$ cat src/rtl/osc_cfg_sequencer.sv
// osc_cfg_sequencer
//   Power-up programming sequencer for the I2C pixel oscillator. After reset it waits POWERUP_CYC
//   cycles. It then issues one byte-write per entry of a fixed {reg,data} table to the I2C
//   byte-write engine and checks each response. Once every entry has been answered it waits
//   SETTLE_CYC cycles and raises DDS_START.
//
//   Build option: define OSC_CFG_RETRY_EN to retry a NACKed entry up to MAX_RETRY extra times.
//   If that entry is still NACKed, the sequencer parks in a failure state. Without the macro a
//   NACKed entry is skipped, and CFG_FAIL is tied low.
//
// Ports
//   CLOCK_IN   system clock, rising edge
//   RESET_N    asynchronous active-low reset
//   CMD_VALID  write request to the I2C engine (held until accepted)
//   CMD_READY  engine accepts on CMD_VALID & CMD_READY
//   CMD_SLV    7-bit slave address
//   CMD_REG    register address of the current entry
//   CMD_DATA   data byte of the current entry
//   RSP_VALID  one-cycle pulse: transaction finished
//   RSP_NACK   qualifies RSP_VALID, 1 = a byte was NACKed
//   DDS_START  high once configuration is complete and settled
//   CFG_DONE   high once every entry has been responded to
//   CFG_FAIL   high when retries for an entry are exhausted
//   PROGRESS   index of the current entry, NUM_REGS when the table is complete
//   NACK_CNT   total NACK responses, saturating
module osc_cfg_sequencer #(
  parameter int unsigned POWERUP_CYC = 90000000,
  parameter int unsigned SETTLE_CYC  = 150000000,
  parameter int unsigned NUM_REGS    = 11,
  parameter logic [6:0]  SLAVE_ADDR  = 7'h55,
  parameter int unsigned MAX_RETRY   = 3
) (
  input  logic       CLOCK_IN,
  input  logic       RESET_N,
  output logic       CMD_VALID,
  input  logic       CMD_READY,
  output logic [6:0] CMD_SLV,
  output logic [7:0] CMD_REG,
  output logic [7:0] CMD_DATA,
  input  logic       RSP_VALID,
  input  logic       RSP_NACK,
  output logic       DDS_START,
  output logic       CFG_DONE,
  output logic       CFG_FAIL,
  output logic [3:0] PROGRESS,
  output logic [7:0] NACK_CNT
);

  localparam logic [27:0] PwrLast    = 28'(POWERUP_CYC - 1);
  localparam logic [27:0] SettleLast = 28'(SETTLE_CYC - 1);
  localparam logic [4:0]  NumRegs    = 5'(NUM_REGS);

  if (NUM_REGS == 0 || NUM_REGS > 16 || MAX_RETRY > 255) begin : g_bad_params
    $error("osc_cfg_sequencer: NUM_REGS or MAX_RETRY out of range");
  end

  typedef enum logic [2:0] {
    StPwrWait,
    StIssue,
    StWaitRsp,
    StNext,
    StSettle,
    StRun,
    StFail
  } state_e;

  state_e      state_q, state_d;
  logic [27:0] cnt_q, cnt_d;
  logic [3:0]  progress_q, progress_d;
  logic [7:0]  nack_cnt_q, nack_cnt_d;
  logic        rsp_nack;
  logic        last_entry;

  // Oscillator register table, {reg, data}.
  function automatic logic [15:0] cfg_entry(input logic [3:0] idx);
    logic [15:0] e;
    case (idx)
      4'd0:    e = 16'h8400;
      4'd1:    e = 16'h0033;
      4'd2:    e = 16'h05E4;
      4'd3:    e = 16'h06D1;
      4'd4:    e = 16'h07DF;
      4'd5:    e = 16'h0896;
      4'd6:    e = 16'h0908;
      4'd7:    e = 16'h0A1E;
      4'd8:    e = 16'h0B00;
      4'd9:    e = 16'h8401;
      4'd10:   e = 16'h8404;
      default: e = 16'h0000;
    endcase
    return e;
  endfunction

  // Responses only count while waiting for one; anything else is noise.
  assign rsp_nack   = (state_q == StWaitRsp) && RSP_VALID && RSP_NACK;
  // 5-bit compare so NUM_REGS = 16 still terminates.
  assign last_entry = ({1'b0, progress_q} + 5'd1) == NumRegs;

`ifdef OSC_CFG_RETRY_EN
  localparam int unsigned     RetryW   = (MAX_RETRY < 2) ? 1 : $clog2(MAX_RETRY + 1);
  localparam logic [RetryW-1:0] RetryMax = RetryW'(MAX_RETRY);

  logic [RetryW-1:0] retry_q, retry_d;
  logic              retry_exhausted;

  assign retry_exhausted = (retry_q == RetryMax);
`endif

  // State register
  always_ff @(posedge CLOCK_IN or negedge RESET_N) begin
    if (!RESET_N) begin
      state_q <= StPwrWait;
    end else begin
      state_q <= state_d;
    end
  end

  // Next-state logic
  always_comb begin
    state_d = state_q;
    case (state_q)
      StPwrWait: if (cnt_q == PwrLast) state_d = StIssue;
      StIssue:   if (CMD_READY) state_d = StWaitRsp;
      StWaitRsp: begin
        if (RSP_VALID) begin
          if (!RSP_NACK) begin
            state_d = StNext;
          end else begin
`ifdef OSC_CFG_RETRY_EN
            state_d = retry_exhausted ? StFail : StIssue;
`else
            // Entry abandoned, carry on with the rest of the table.
            state_d = StNext;
`endif
          end
        end
      end
      StNext:    state_d = last_entry ? StSettle : StIssue;
      StSettle:  if (cnt_q == SettleLast) state_d = StRun;
      StRun:     state_d = StRun;
      StFail:    state_d = StFail;
      default:   state_d = StPwrWait;
    endcase
  end

  // Datapath next-state
  always_comb begin
    cnt_d      = cnt_q;
    progress_d = progress_q;
    nack_cnt_d = nack_cnt_q;
    case (state_q)
      StPwrWait: cnt_d = (cnt_q == PwrLast) ? 28'd0 : cnt_q + 28'd1;
      StNext: begin
        cnt_d      = 28'd0;
        progress_d = progress_q + 4'd1;
      end
      StSettle:  if (cnt_q != SettleLast) cnt_d = cnt_q + 28'd1;
      default:   cnt_d = cnt_q;
    endcase
    if (rsp_nack && (nack_cnt_q != 8'hFF)) nack_cnt_d = nack_cnt_q + 8'd1;
  end

  always_ff @(posedge CLOCK_IN or negedge RESET_N) begin
    if (!RESET_N) begin
      cnt_q      <= 28'd0;
      progress_q <= 4'd0;
      nack_cnt_q <= 8'd0;
    end else begin
      cnt_q      <= cnt_d;
      progress_q <= progress_d;
      nack_cnt_q <= nack_cnt_d;
    end
  end

`ifdef OSC_CFG_RETRY_EN
  always_comb begin
    retry_d = retry_q;
    if (state_q == StNext) begin
      retry_d = '0;
    end else if (rsp_nack && !retry_exhausted) begin
      retry_d = retry_q + RetryW'(1);
    end
  end

  always_ff @(posedge CLOCK_IN or negedge RESET_N) begin
    if (!RESET_N) begin
      retry_q <= '0;
    end else begin
      retry_q <= retry_d;
    end
  end
`endif

  // Outputs. All are decoded from registered state, so reset clears them asynchronously.
  always_comb begin
    CMD_VALID           = (state_q == StIssue);
    CMD_SLV             = SLAVE_ADDR;
    {CMD_REG, CMD_DATA} = cfg_entry(progress_q);
    DDS_START           = (state_q == StRun);
    CFG_DONE            = (state_q == StSettle) || (state_q == StRun);
`ifdef OSC_CFG_RETRY_EN
    CFG_FAIL            = (state_q == StFail);
`else
    CFG_FAIL            = 1'b0;
`endif
    PROGRESS            = progress_q;
    NACK_CNT            = nack_cnt_q;
  end

endmodule

$ cat config.mk
export PLATFORM = sky130hd
export DESIGN_NAME = osc_cfg_sequencer
export DESIGN_NICKNAME = d
export VERILOG_FILES = /design/src/rtl/osc_cfg_sequencer.sv
export SDC_FILE = /design/constraint.sdc
export NUM_CORES = 1
export LEC_CHECK = 0
export BUFFER_PORTS_ARGS = -buffer_cell sky130_fd_sc_hd__buf_2
export CAP_MARGIN = 20
export CORE_MARGIN = 1
export CORE_UTILIZATION = 55
export CTS_CLUSTER_SIZE = 16
export DETAILED_ROUTE_END_ITERATION = 7
export PLACE_DENSITY_LB_ADDON = 0.3
export SYNTH_ARGS = -nofsm -noshare
export SYNTH_HDL_FRONTEND = slang
export SYNTH_SLANG_ARGS = --single-unit
$ cat constraint.sdc
create_clock -name CLOCK_IN -period 2.54 [get_ports CLOCK_IN]
set_input_delay 0.127 -clock CLOCK_IN [delete_from_list [all_inputs] [get_ports CLOCK_IN]]
set_output_delay 0.127 -clock CLOCK_IN [all_outputs]
set_load 0.005 [all_outputs]
==> results of run 1 <==
==> power breakdown <==
group	switching [mW]	total (mW)	internal, mW	leakage, nW
registers	0.145	0.934	0.790	0.582
clock network	0.243	0.491	0.247	0.0505
logic	0.692	1.27	0.574	0.794
total	1.08	2.69	1.61	1.43
==> metal layers <==
layer,vias to the layer above,GRT usage [%]
met5,-,0
met4,0,9.434
met3,14,5.087
met2,76,37.24
met1,1180,34.05
li1,1208,-
==> kinds of logic after synthesis <==
group | Yosys count | share of synthesized area, %
adders and majority gates | 8 | 3.429
DFF | 43 | 36.86
other | 2 | 0.2573
muxes | 23 | 7.972
buffers and inverters | 35 | 6.944
and+or+nand+nor | 142 | 27.13
AOI/OAI and AO/OA | 52 | 12.60
xor gates and xnor gates | 16 | 4.801
==> through the flow <==
stage	cell area [µm²]	utilization, %	std cells
after floorplan	2953	-	330
after global placement	3122	61.12	417
after detailed placement	3122	61.12	417
after CTS	3226	63.16	425
after global routing	3256	63.74	427
final	3256	63.74	427
==> cell type report <==
type / instances / area, µm²
Clock inverter: 1 / 7.507
Tap cell: 70 / 87.58
Fill cell: 450 / 1852
Sequential cell: 43 / 1076
Multi-Input combinational cell: 252 / 1674
Inverter: 7 / 26.28
Timing Repair Buffer: 47 / 287.8
Clock buffer: 7 / 96.34
==> synth_stat cells (5+ instances only) <==
cell type and number:
inv_1 7, nand3_1 26, a21oi_1 11, nand3b_1 16, mux2i_1 21, nand2_1 23
nor2_1 25, nor3_1 5, buf_4 11, xor2_1 10, o211ai_1 5, o21ai_0 7
clkbuf_1 10, xnor2_1 6, ha_1 8, nand4_1 9, dfrtp_1 43
==> flip-flops by register name (all words and copies together) (netlist names) <==
register,cells
cnt_q,28
PROGRESS,4
NACK_CNT,8
state_q,3
==> final timing paths <==
check | to | cells past startpoint
setup reg to reg | cnt_q[20]$_DFFE_PN0P_ | 6
hold reg to reg | NACK_CNT[6]$_DFFE_PN0P_ | 1
min in group asynchronous | cnt_q[10]$_DFFE_PN0P_ | 2
setup / recovery | cnt_q[20]$_DFFE_PN0P_ | 6
max in group asynchronous | NACK_CNT[5]$_DFFE_PN0P_ | 3
hold / removal | state_q[0]$_DFFE_PN0P_ | 2
==> worst max-delay path, stage by stage, from the launching register on <==
cell and delay, ns:
dfrtp_1 0.39, or4_1 0.52, or3_1 0.40, or3b_1 0.49, buf_4 0.25, nand3b_1 0.10
mux2i_1 0.07
==> layout by cell type, fill, tap and decap left out, types with 8 or more instances in the layout <==
cell,count
buf_2,32
ha_1,8
nand3_1,26
a21oi_1,11
mux2i_1,21
nand2_1,23
nand3b_1,16
xor2_1,10
nand4_1,9
buf_4,13
nor2_1,25
dfrtp_1,43
conb_1,11
==> flow_summary_export.csv, run 1 <==
group,metric,value,unit
route,drt_iter0_markers,266,
clock_network,cts-htree-levels,2,
clock_network,cts_hold_buf,0,
yosys,synth_area_leaders,"dfrtp_1 (37%), mux2i_1 (7.2%), nand3_1 (4.5%)",
layout,layout-drive-gt1-share,17.65,%
worst_setup_path,end_kind,"flip-flop",
yosys,synth_top_area_cell,"dfrtp_1",
worst_setup_path,crit_required,2.72,ns
power_and_ir_drop,power_density,826.4,nW/µm²
worst_setup_path,cp_max_fo,18,
placed_design,port_buffers,32,
floorplan,ios,44,
timing,rsz0062_at_grt,"false",
grt,grt_overflow,0,
placed_design,place_congestion,0.8468,
clock_network,postCtsSetupBuffers,0,
layout,area.growth.synth_to_final,11.53,%
route,vias,2478,
yosys,ys_warn_count,0,
route,wl_met2,2905,µm
yosys,yosys_most_used_dff,"dfrtp_1",
worst_setup_path,worstSetupStartpointType,"flip-flop",
yosys,synth_edf_count,0,
layout,n_antenna_cell,0,
clock_network,numClockSinks,43,
yosys,ys_seq_area_share,36.86,%
power_and_ir_drop,vdd_drop_max,0.4829,mV
timing,setup_violations,0,
clock_network,cts_made_buffers,5,
timing,worst_slew_margin_rel,59.55,%
route,routed_via_density,5.803,
clock_network,insertion_delay,0.30,ns
clock_network,cts-root-buf,"clkbuf_8",
clock_network,cts_tree,"yes",
grt,grt_pass1_vias,2157,
timing,max_slew.worst_pin.slew,0.6004,ns
floorplan,coreArea,5107,µm²
yosys,synth.cell_area,2919,µm²
timing,holdWs,0.007248,ns
timing,drv_slew,0,
timing,setup_tns,0,ns
grt,grt_max_degree,47,
worst_setup_path,path_class,"reg2reg",
route,route.final.wire_length,6208,µm
grt,antenna_found_initial,0,
timing,period_share,93.06,%
floorplan,die-width,74.85,µm
layout,final_nets,369,
yosys,synthArstFlopShare,100.0,%
placed_design,pre_cts_slack,0.2311,ns
floorplan,start_util,57.15,%
run,drv_cap,0,
min_path,hold_class,"in2reg",
worst_setup_path,r2r_start,"cnt_q[12]$_DFFE_PN0P_",
yosys,ys_ff_latch,43,
clock_network,clk_pin_slew,0.09,ns
yosys,netlist_instances,321,
clock_network,ctsResizeCount,0,
route,drtAntennaViolNets,0,
yosys,syn_area_per_cell,9.094,µm²
floorplan,die_area,5603,µm²
power_and_ir_drop,fin_total_pwr,2.690,mW
worst_setup_path,startpoint,"cnt_q[12]$_DFFE_PN0P_",
route,dr.pass1.iters,4,
route,highest_layer,"met4",
placed_design,dpl.hpwl,4321,µm
clock_network,cts.path.max_buffers,2,
route,met1Wirelength,2863,µm
route,post_drt_wl_per_cell,14.54,µm
route,wl_met3,314,µm
route,drcViolationCount,0,
timing,hold_viol_final,0,
timing,skew,0.01040,ns
grt,grt_first_pass_wirelength,10370,µm
floorplan,rows,26,
worst_setup_path,r2r_slack,0.18,ns
power_and_ir_drop,leakage,1.427,nW
outcome,outcome,"finished, final reports clean",
timing,timing.final.ws_setup,0.1762,ns
timing,fin_crit,2.364,ns
timing,clock.fmax,0.4230,GHz
floorplan,die_h,74.85,µm
grt,grt_usage,24.35,%
yosys,synth_top_area_share,36.86,%
min_path,min_from,"CMD_READY",
yosys,synth_cell_types,54,
worst_setup_path,worstPathArrival,2.54,ns
Note: power is estimated with default switching activity, not from simulation.
==> run 2, diff against run 1 <==
Settings changed: PLACE_DENSITY set to 0.77, PLACE_DENSITY_LB_ADDON 0.3 to not set.
==> run 2 against run 1 <==
Cell area fell by 1.3%. Highest routed layer unchanged. Critical path depth unchanged. Global-route usage up 0.059 points. Final cell count is 0.70% lower. Power is 3.0% lower. Critical endpoint is now cnt_q[25]$_DFFE_PN0P_. Clock power decreased by 12%. Worst setup slack better by 0.033 ns. Sequential power is 1% higher. Via count is 0.89% higher. Routed wire length is 0.26% higher. Core utilization shrank 0.81 points.
==> flow_summary_export.csv, run 2 (synthesized netlist as in run 1, its figures left out) <==
group,metric,value,unit
worst_setup_path,r2r_start,"cnt_q[12]$_DFFE_PN0P_",
route,routed_via_density,5.896,
placed_design,place_congestion,0.8351,
clock_network,cts-root-buf,"clkbuf_8",
layout,register_area,1076,µm²
outcome,outcome,"finished, final reports clean",
placed_design,placed_cell_area,3099,µm²
worst_setup_path,rr_worst_depth,6,
layout,largest_reg_flops,28,
timing,period_share,91.76,%
floorplan,ios,44,
worst_setup_path,crit_required,2.71,ns
worst_setup_path,crit_chain,"or4_1 > or3_1 > or3b_1 > buf_4 > nand3_1 > mux2i_1",
layout,area.growth.synth_to_final,10.12,%
route,route.final.wire_length,6224,µm
route,vias,2500,
clock_network,cts-htree-levels,2,
placed_design,dpl.hpwl,4407,µm
worst_setup_path,reg2reg_to,"cnt_q[25]$_DFFE_PN0P_",
floorplan,rows,26,
clock_network,cts.path.max_buffers,2,
run,drv_cap,0,
floorplan,die_area,5603,µm²
layout,n_antenna_cell,0,
route,drtAntennaViolNets,0,
min_path,min_to,"state_q[0]$_DFFE_PN0P_",
worst_setup_path,worstSetupStartpointType,"flip-flop",
power_and_ir_drop,leakage,1.401,nW
min_path,hold_class,"in2reg",
layout,layout-drive-gt1-share,16.67,%
worst_setup_path,max_stage_delay,0.53,ns
worst_setup_path,end_kind,"flip-flop",
floorplan,start_util,57.15,%
worst_setup_path,worstPathArrival,2.50,ns
route,drt_iter0_markers,188,
grt,grt_max_degree,47,
min_path,min_from,"CMD_READY",
timing,setup_tns,0,ns
grt,antenna_found_initial,0,
grt,grt_overflow,0,
clock_network,cts_made_buffers,5,
grt,grt_usage,24.41,%
timing,skew,0.01170,ns
timing,rsz0062_at_grt,"false",
layout,fill_cells,442,
layout,stdcell_count,424,
worst_setup_path,path_class,"reg2reg",
route,drcViolationCount,0,
timing,hold_viol_final,0,
layout,final_nets,366,
timing,max_slew.worst_pin.slew,0.5968,ns
layout,fin_area,3214,µm²
grt,grt_pass1_vias,2222,
timing,setup_violations,0,
grt,grt_first_pass_wirelength,10410,µm
layout,final_common_cell,"dfrtp_1",
placed_design,place_inst,414,
clock_network,insertion_delay,0.30,ns
worst_setup_path,slowest_stage,"or4_1",
layout,final_cell_mix,"dfrtp_1 (43), buf_2 (32), nand3_1 (26), nor2_1 (25), nand2_1 (23)",
floorplan,die_h,74.85,µm
timing,clock.fmax,0.4291,GHz
timing,timing.final.ws_setup,0.2094,ns
timing,drv_slew,0,
floorplan,coreArea,5107,µm²
clock_network,numClockSinks,43,
layout,regMostFlops,"cnt_q",
power_and_ir_drop,vdd_drop_max,0.6965,mV
worst_setup_path,cp_max_fo,28,
clock_network,cts_tree,"yes",
route,post_drt_wl_per_cell,14.68,µm
power_and_ir_drop,fin_total_pwr,2.609,mW
min_path,hold_path_depth,2,
timing,fin_crit,2.331,ns
power_and_ir_drop,power_density,811.7,nW/µm²
worst_setup_path,r2r_slack,0.21,ns
clock_network,clk_pin_slew,0.09,ns
floorplan,die-width,74.85,µm
timing,worst_slew_margin_rel,59.79,%
route,dr.pass1.iters,5,
layout,multiInputGateArea,1674,µm²
placed_design,port_buffers,32,
placed_design,pre_cts_slack,0.2578,ns
[run 2: metal layers]
| layer | track usage (%) | vias to the layer above | wire (µm) |
|---|---|---|---|
| li1 | - | 1207 | - |
| met1 | 32.96 | 1209 | 2782 |
| met2 | 39.84 | 71 | 3059 |
| met3 | 3.481 | 13 | 277 |
| met4 | 9.434 | 0 | 106 |
| met5 | 0 | - | 0 |
[run 2: worst max-delay path by stage]
stage                                startpoint                     to  cells after the start
final                     cnt_q[12]$_DFFE_PN0P_  cnt_q[25]$_DFFE_PN0P_                      6
after global routing       cnt_q[1]$_DFFE_PN0P_  cnt_q[20]$_DFFE_PN0P_                      6
after CTS                 cnt_q[12]$_DFFE_PN0P_  cnt_q[25]$_DFFE_PN0P_                      6
after detailed placement  cnt_q[12]$_DFFE_PN0P_   cnt_q[4]$_DFFE_PN0P_                      6
after global placement     cnt_q[8]$_DFFE_PN0P_  cnt_q[12]$_DFFE_PN0P_                      6
after floorplan           cnt_q[12]$_DFFE_PN0P_  cnt_q[12]$_DFFE_PN0P_                      7
[run 2: through the flow]
| step | hold WS (ns) | utilization (%) |
|---|---|---|
| finish | 0.02199 | 62.93 |
| global route | 0.02588 | 62.93 |
| CTS | 0.007972 | 62.35 |
| detailed placement | 0.3327 | 60.68 |
| global placement | 0.3224 | 60.68 |
| floorplan | -0.1686 | - |
[run 2: power by group]
part           leakage [nW]  switching [mW]  internal, mW  total [mW]
sequential            0.582           0.155         0.790       0.944
clock                0.0412           0.237         0.192       0.430
combinational         0.778           0.670         0.565        1.23
total                  1.40            1.06          1.55        2.61
[run 2: repair_timing]
| action | in CTS | in global routing |
|---|---|---|
| hold endpoints to repair | 0 | 16 |
| gates resized for setup | 0 | 0 |
| buffers inserted | 0 | 0 |
| hold buffers | 0 | 1 |
[run 2: layout make-up]
| type | instances | share of cell area (%) |
|---|---|---|
| Sequential cell | 43 | 33.48 |
| Tap cell | 70 | 2.725 |
| Multi-Input combinational cell | 252 | 52.08 |
| Clock inverter | 2 | 0.3893 |
| Clock buffer | 6 | 2.258 |
| Timing Repair Buffer | 44 | 8.252 |
| Inverter | 7 | 0.8174 |
[run 2: critical path, delay by kind of cell, from the launching register on]
family / cells / cell delay (ns)
flops: 1 / 0.45
mux: 1 / 0.09
buf+inv: 1 / 0.23
simple gates: 4 / 1.42
